<file path="src/rtl/scan_chain_autocheck.sv">
// Scan-chain self-checker: flushes NCH chains, injects one token per chain every PERIOD cycles
// for ROUNDS rounds, and checks each tail at the exact arrival cycle. Optional: SC_AUTOCHECK_FIRST_ERR_EN.
module scan_chain_autocheck #(
   parameter int NCH    = 4,
   parameter int LEN_W  = 16,
   parameter int PERIOD = 128,
   parameter int ROUNDS = 4,
   parameter int ERR_W  = 8,
   localparam int CH_W  = (NCH > 1) ? $clog2(NCH) : 1,
   localparam int RND_W = (ROUNDS > 1) ? $clog2(ROUNDS) : 1
) (
   input  logic                   clk,
   input  logic                   Reset_n,
   input  logic                   start,
   input  logic [LEN_W-1:0]       chain_len,
   input  logic [NCH-1:0]         sc_tail,
   output logic [NCH-1:0]         sc_head,
   output logic                   busy,
   output logic                   done,
   output logic                   pass,
   output logic                   cfg_err,
   output logic [NCH-1:0]         fail_mask,
   output logic [NCH*ERR_W-1:0]   err_cnt
`ifdef SC_AUTOCHECK_FIRST_ERR_EN
   ,
   output logic                   first_err_vld,
   output logic [CH_W-1:0]        first_err_ch,
   output logic [RND_W-1:0]       first_err_round
`endif
);

   localparam int PH_W = (PERIOD > 1) ? $clog2(PERIOD) : 1;
   localparam logic [PH_W-1:0]  PH_LAST  = PH_W'(PERIOD - 1);
   localparam logic [RND_W-1:0] RND_LAST = RND_W'(ROUNDS - 1);
   localparam logic [LEN_W:0]   PERIOD_L = (LEN_W + 1)'(PERIOD);
   localparam logic [ERR_W-1:0] ERR_MAX  = {ERR_W{1'b1}};

   typedef enum logic [1:0] {S_IDLE, S_FLUSH, S_RUN, S_DONE} state_t;

   state_t           state;
   logic [PH_W-1:0]  len_q;
   logic [PH_W-1:0]  phase;
   logic [RND_W-1:0] round;
   logic             len_bad;
   logic             exp_bit;
   logic [NCH-1:0]   mismatch;
   logic [NCH-1:0]   fail_nxt;

   // A legal length always fits in the phase counter, so the flush reuses it.
   always_comb begin
      len_bad  = (chain_len == '0) || ({1'b0, chain_len} >= PERIOD_L);
      exp_bit  = (phase == len_q);
      mismatch = '0;
      for (int i = 0; i < NCH; i++) begin
         // X/Z on a tail must never look like a match.
         mismatch[i] = (sc_tail[i] !== exp_bit);
      end
      fail_nxt = fail_mask | mismatch;
   end

`ifdef SC_AUTOCHECK_FIRST_ERR_EN
   logic [CH_W-1:0] first_idx;

   always_comb begin
      first_idx = '0;
      for (int i = NCH - 1; i >= 0; i--) begin
         if (mismatch[i]) first_idx = CH_W'(i);
      end
   end
`endif

   // NOTE: every register, counters included, is cleared by the async reset so an aborted run leaves nothing behind.
   always_ff @(posedge clk or negedge Reset_n) begin
      if (!Reset_n) begin
         state     <= S_IDLE;
         len_q     <= '0;
         phase     <= '0;
         round     <= '0;
         sc_head   <= '0;
         busy      <= 1'b0;
         done      <= 1'b0;
         pass      <= 1'b0;
         cfg_err   <= 1'b0;
         fail_mask <= '0;
         err_cnt   <= '0;
`ifdef SC_AUTOCHECK_FIRST_ERR_EN
         first_err_vld   <= 1'b0;
         first_err_ch    <= '0;
         first_err_round <= '0;
`endif
      end else begin
         case (state)
            S_IDLE, S_DONE: begin
               if (start) begin
                  len_q     <= chain_len[PH_W-1:0];
                  err_cnt   <= '0;
                  fail_mask <= '0;
                  pass      <= 1'b0;
                  phase     <= '0;
                  round     <= '0;
`ifdef SC_AUTOCHECK_FIRST_ERR_EN
                  first_err_vld   <= 1'b0;
                  first_err_ch    <= '0;
                  first_err_round <= '0;
`endif
                  if (len_bad) begin
                     cfg_err <= 1'b1;
                     done    <= 1'b1;
                     state   <= S_DONE;
                  end else begin
                     cfg_err <= 1'b0;
                     done    <= 1'b0;
                     busy    <= 1'b1;
                     state   <= S_FLUSH;
                  end
               end
            end
            S_FLUSH: begin
               if (phase == len_q - PH_W'(1)) begin
                  phase   <= '0;
                  round   <= '0;
                  sc_head <= '1;
                  state   <= S_RUN;
               end else begin
                  phase <= phase + PH_W'(1);
               end
            end
            S_RUN: begin
               fail_mask <= fail_nxt;
               for (int i = 0; i < NCH; i++) begin
                  if (mismatch[i] && (err_cnt[i*ERR_W +: ERR_W] != ERR_MAX))
                     err_cnt[i*ERR_W +: ERR_W] <= err_cnt[i*ERR_W +: ERR_W] + ERR_W'(1);
               end
`ifdef SC_AUTOCHECK_FIRST_ERR_EN
               if (|mismatch && !first_err_vld) begin
                  first_err_vld   <= 1'b1;
                  first_err_ch    <= first_idx;
                  first_err_round <= round;
               end
`endif
               if (phase == PH_LAST) begin
                  phase <= '0;
                  if (round == RND_LAST) begin
                     sc_head <= '0;
                     busy    <= 1'b0;
                     done    <= 1'b1;
                     pass    <= ~|fail_nxt;
                     state   <= S_DONE;
                  end else begin
                     round   <= round + RND_W'(1);
                     sc_head <= '1;
                  end
               end else begin
                  phase   <= phase + PH_W'(1);
                  sc_head <= '0;
               end
            end
            default: state <= S_IDLE;
         endcase
      end
   end

endmodule
</file>
<file path="config.mk">
export PLATFORM = sky130hd
export DESIGN_NAME = scan_chain_autocheck
export DESIGN_NICKNAME = d
export VERILOG_FILES = /design/src/rtl/scan_chain_autocheck.sv
export SDC_FILE = /design/constraint.sdc
export NUM_CORES = 1
export LEC_CHECK = 0
export CORE_MARGIN = 5
export CORE_UTILIZATION = 25
export DETAILED_ROUTE_END_ITERATION = 8
export GPL_TIMING_DRIVEN = 0
export SYNTH_ARGS = -nofsm -noshare
export SYNTH_HDL_FRONTEND = slang
export SYNTH_SLANG_ARGS = --single-unit
</file>
<file path="constraint.sdc">
create_clock -name clk -period 3.41 [get_ports clk]
set_input_delay 0.682 -clock clk [delete_from_list [all_inputs] [get_ports clk]]
set_output_delay 0.682 -clock clk [all_outputs]
set_load 0.1 [all_outputs]
</file>
==> metrics <==
vias in the first global route 3,356; largest net degree at the start of global routing 60; RSZ-0062 raised after global routing false; CP arrival 3.40 ns; Post-DRT Antenna Nets 0; status completed; Crit Reg-Reg Endpoint err_cnt[18]; cell repeated most along the worst path clkbuf_1; IO buf count 66; max cap viols 0; routability congestion estimate from global placement 0.8418; crit-path max cell delay 0.55 ns; initial antenna violation count 0; Fin. Hold Viols 0; Post-CTS Hold Buffers 0; CTS tree done; Chip Height 130.4 um; Req. time, crit path 3.66 ns; Leak 1.888 nW; num ports 67; top_reg_cell synth dfrtp_1; Comb power frac 0.227; most frequent cells in the layout 65 x clkdlybuf4s50_1, 59 x dfrtp_1, 55 x nand2_1; Max Root-Sink Buffers 2; Post-Synthesis Cells 409; Post-Route WL 10,480 um; die width 130.4 um; Hold Path Class in2async; DP Area 4513 um^2; GRT Overall Usage 0.1249; post-cts repair resize count 0; Seq cells post-synth 59; CP Buf/Inv Count 4; overall power 2.124 mW; Final Instance Area 4802 um^2; worst setup margin 0.2554 ns; share of layout cells above drive strength 1 0.07128; CP top delay family buffers and inverters; post-synthesis sequential area ratio 0.4073; HPWL Detailed 7705 um; htree depth 3; die area 17,010 um^2; clock sinks 59; cell area after synthesis 3625 um^2; Critical Path Start Type flop; R2R depth 9; fin crit share 0.9251; most common cell after layout, fill and taps aside clkdlybuf4s50_1; first-pass GRT wire length 17,150 um; Max VDD drop 272.2 uV; P_int 1.449 mW; Initial Util 0.2523; Slew @ Worst Pin 1.011 ns; Crit-path slowest cell clkbuf_1; routed vias/inst 5.151; Worst-Skew Late Latency 0.32 ns; Post-route DRC 0; drt initial violations 202; pre-CTS WS 0.2485 ns; crit path kind reg2reg; power share of the clock group 0.420; register share of total power 0.353; WL per Instance 15.52 um; worst-path cell chain inv_1, ha_1, clkbuf_1, mux2_2, nand2_1, clkbuf_1, clkbuf_1, nand2_1, mux2i_1; Yosys warning count 0; TritonCTS Buffers 9; post-synth cell types 52; Fill cells 1,463; Switch Pwr 0.6745 mW; Final setup viols 0; Layout area overhead 32.48%; Core Util, Final 0.3342; setup bufs post-CTS 0; total grt overflow 0; WHS 0.4358 ns; Worst Path Max Fanout 10; routed via count 3,477; row count 44; fraction of registers with async set or reset after synthesis 1.000; CTS root buffer clkbuf_16; syn nets 442; Worst-path clk slew 0.05 ns; # nets final 519; fmax 0.3170 GHz; relative slew slack 0.3241; clk_skew 0.005924 ns; Antenna Cells 0; clock period minus worst slack 3.155 ns; r2r setup slk 0.26 ns; worst r2r src state[0]; Worst setup EP type flop; sw frac 0.3176; Max Slew Vio Count 0; EDFF count, synth 0; core area 14,370 um^2; drt pass-1 iters 4; Mapped Avg Cell Area 8.862 um^2; Pwr Density 442.2 nW/um^2
-- worst max path at each step --
stage,startpoint,slack (ns),end,cells after the start
after floorplan,err_cnt[0],0.78,err_cnt[3],8
after global placement,Reset_n,-0.40,err_cnt[28],1
after detailed placement,start,0.25,err_cnt[29],7
after CTS,state[0],0.25,err_cnt[29],9
after global routing,state[0],0.003,err_cnt[29],9
final,state[0],0.26,err_cnt[18],9
-- cell usage after synthesis, types with 2 or more instances --
master	number	area, um^2
o31a_1	2	17.52
inv_1	17	63.81
nand2b_1	14	87.58
nand2_1	55	206.5
xnor2_1	9	78.83
a21oi_1	18	90.09
mux2i_1	17	170.2
nor3_1	9	45.04
a211oi_1	10	75.07
o21ai_1	2	10.01
or3_1	9	56.30
o311ai_0	3	26.28
nand4_1	12	75.07
a21o_1	2	15.01
buf_4	3	22.52
a21boi_0	2	15.01
nor2_1	22	82.58
o31ai_1	2	15.01
or4_1	5	37.54
ha_1	10	125.1
a2111oi_0	2	17.52
o211ai_1	6	45.04
o21ai_0	22	110.1
nand3_1	24	120.1
and3_1	10	62.56
mux2_2	12	135.1
nand4b_1	4	35.03
xor2_1	3	26.28
clkbuf_1	15	56.30
a31oi_1	6	37.54
dfrtp_1	59	1476
nor4_1	3	18.77
-- metal layers --
metal  part of all wire  wire length, um  up-vias  global-route usage
met3              0.070              731       10             0.03984
met1               0.45             4718     1718              0.1655
li1                   -                -     1643                   -
met5                  0                0        -                   0
met4              0.012              123        0             0.03327
met2               0.47             4903      106              0.1979
-- state kept, by name, summed over array words and instances, names as in the netlist, 2 cells and up --
name and cells:
err_cnt 32, fail_mask 4, len_q 7, phase 7
round 2, state 2
-- per-stage QoR --
| step | std cells | TNS [ns] |
|---|---|---|
| detailed placement | 659 | 0 |
| CTS | 675 | 0 |
| floorplan | 409 | 0 |
| finish | 675 | 0 |
| global route | 675 | 0 |
| global placement | 659 | -23.18 |
-- worst reg2reg max path, cell delays in order (launching register included) --
cell      delay (ns)
dfrtp_1         0.37
inv_1           0.07
ha_1            0.28
clkbuf_1        0.34
mux2_2          0.44
nand2_1         0.31
clkbuf_1        0.55
clkbuf_1        0.48
nand2_1         0.10
mux2i_1         0.14
-- power groups by stage --
stage               clock [mW]  sequential (mW)  combinational [mW]
detailed placement           0            0.762               0.484
floorplan                    0            0.844               0.258
CTS                      0.910            0.750               0.485
global route             0.942            0.752               0.505
finish                   0.893            0.749               0.482
global placement             0            0.761               0.479
-- logic make-up (layout without fill, tap and decap cells) --
logic type | count (synthesis) | count (layout) | share of synthesized area
XOR/XNOR | 12 | 12 | 0.02900
AO/OA/AOI/OAI | 86 | 86 | 0.1546
AND/OR/NAND/NOR | 174 | 174 | 0.2444
buffers and inverters | 39 | 121 | 0.04590
adder cells (fa/ha/maj) | 10 | 10 | 0.03452
flip-flops | 59 | 59 | 0.4073
multiplexers | 29 | 29 | 0.08422
-- final cells by class --
class	instances	area (um^2)	area share
clock buffers	14	254.0	0.05289
clock inverters	2	35.03	0.007295
flip-flops and latches	59	1476	0.3075
multi-input cells	311	1982	0.4127
well taps	184	230.2	0.04794
inverters	18	67.56	0.01407
plain buffers	21	98.84	0.02058
repair buffers	66	658.1	0.1371
No activity file was read; power rests on OpenSTA's default activity.
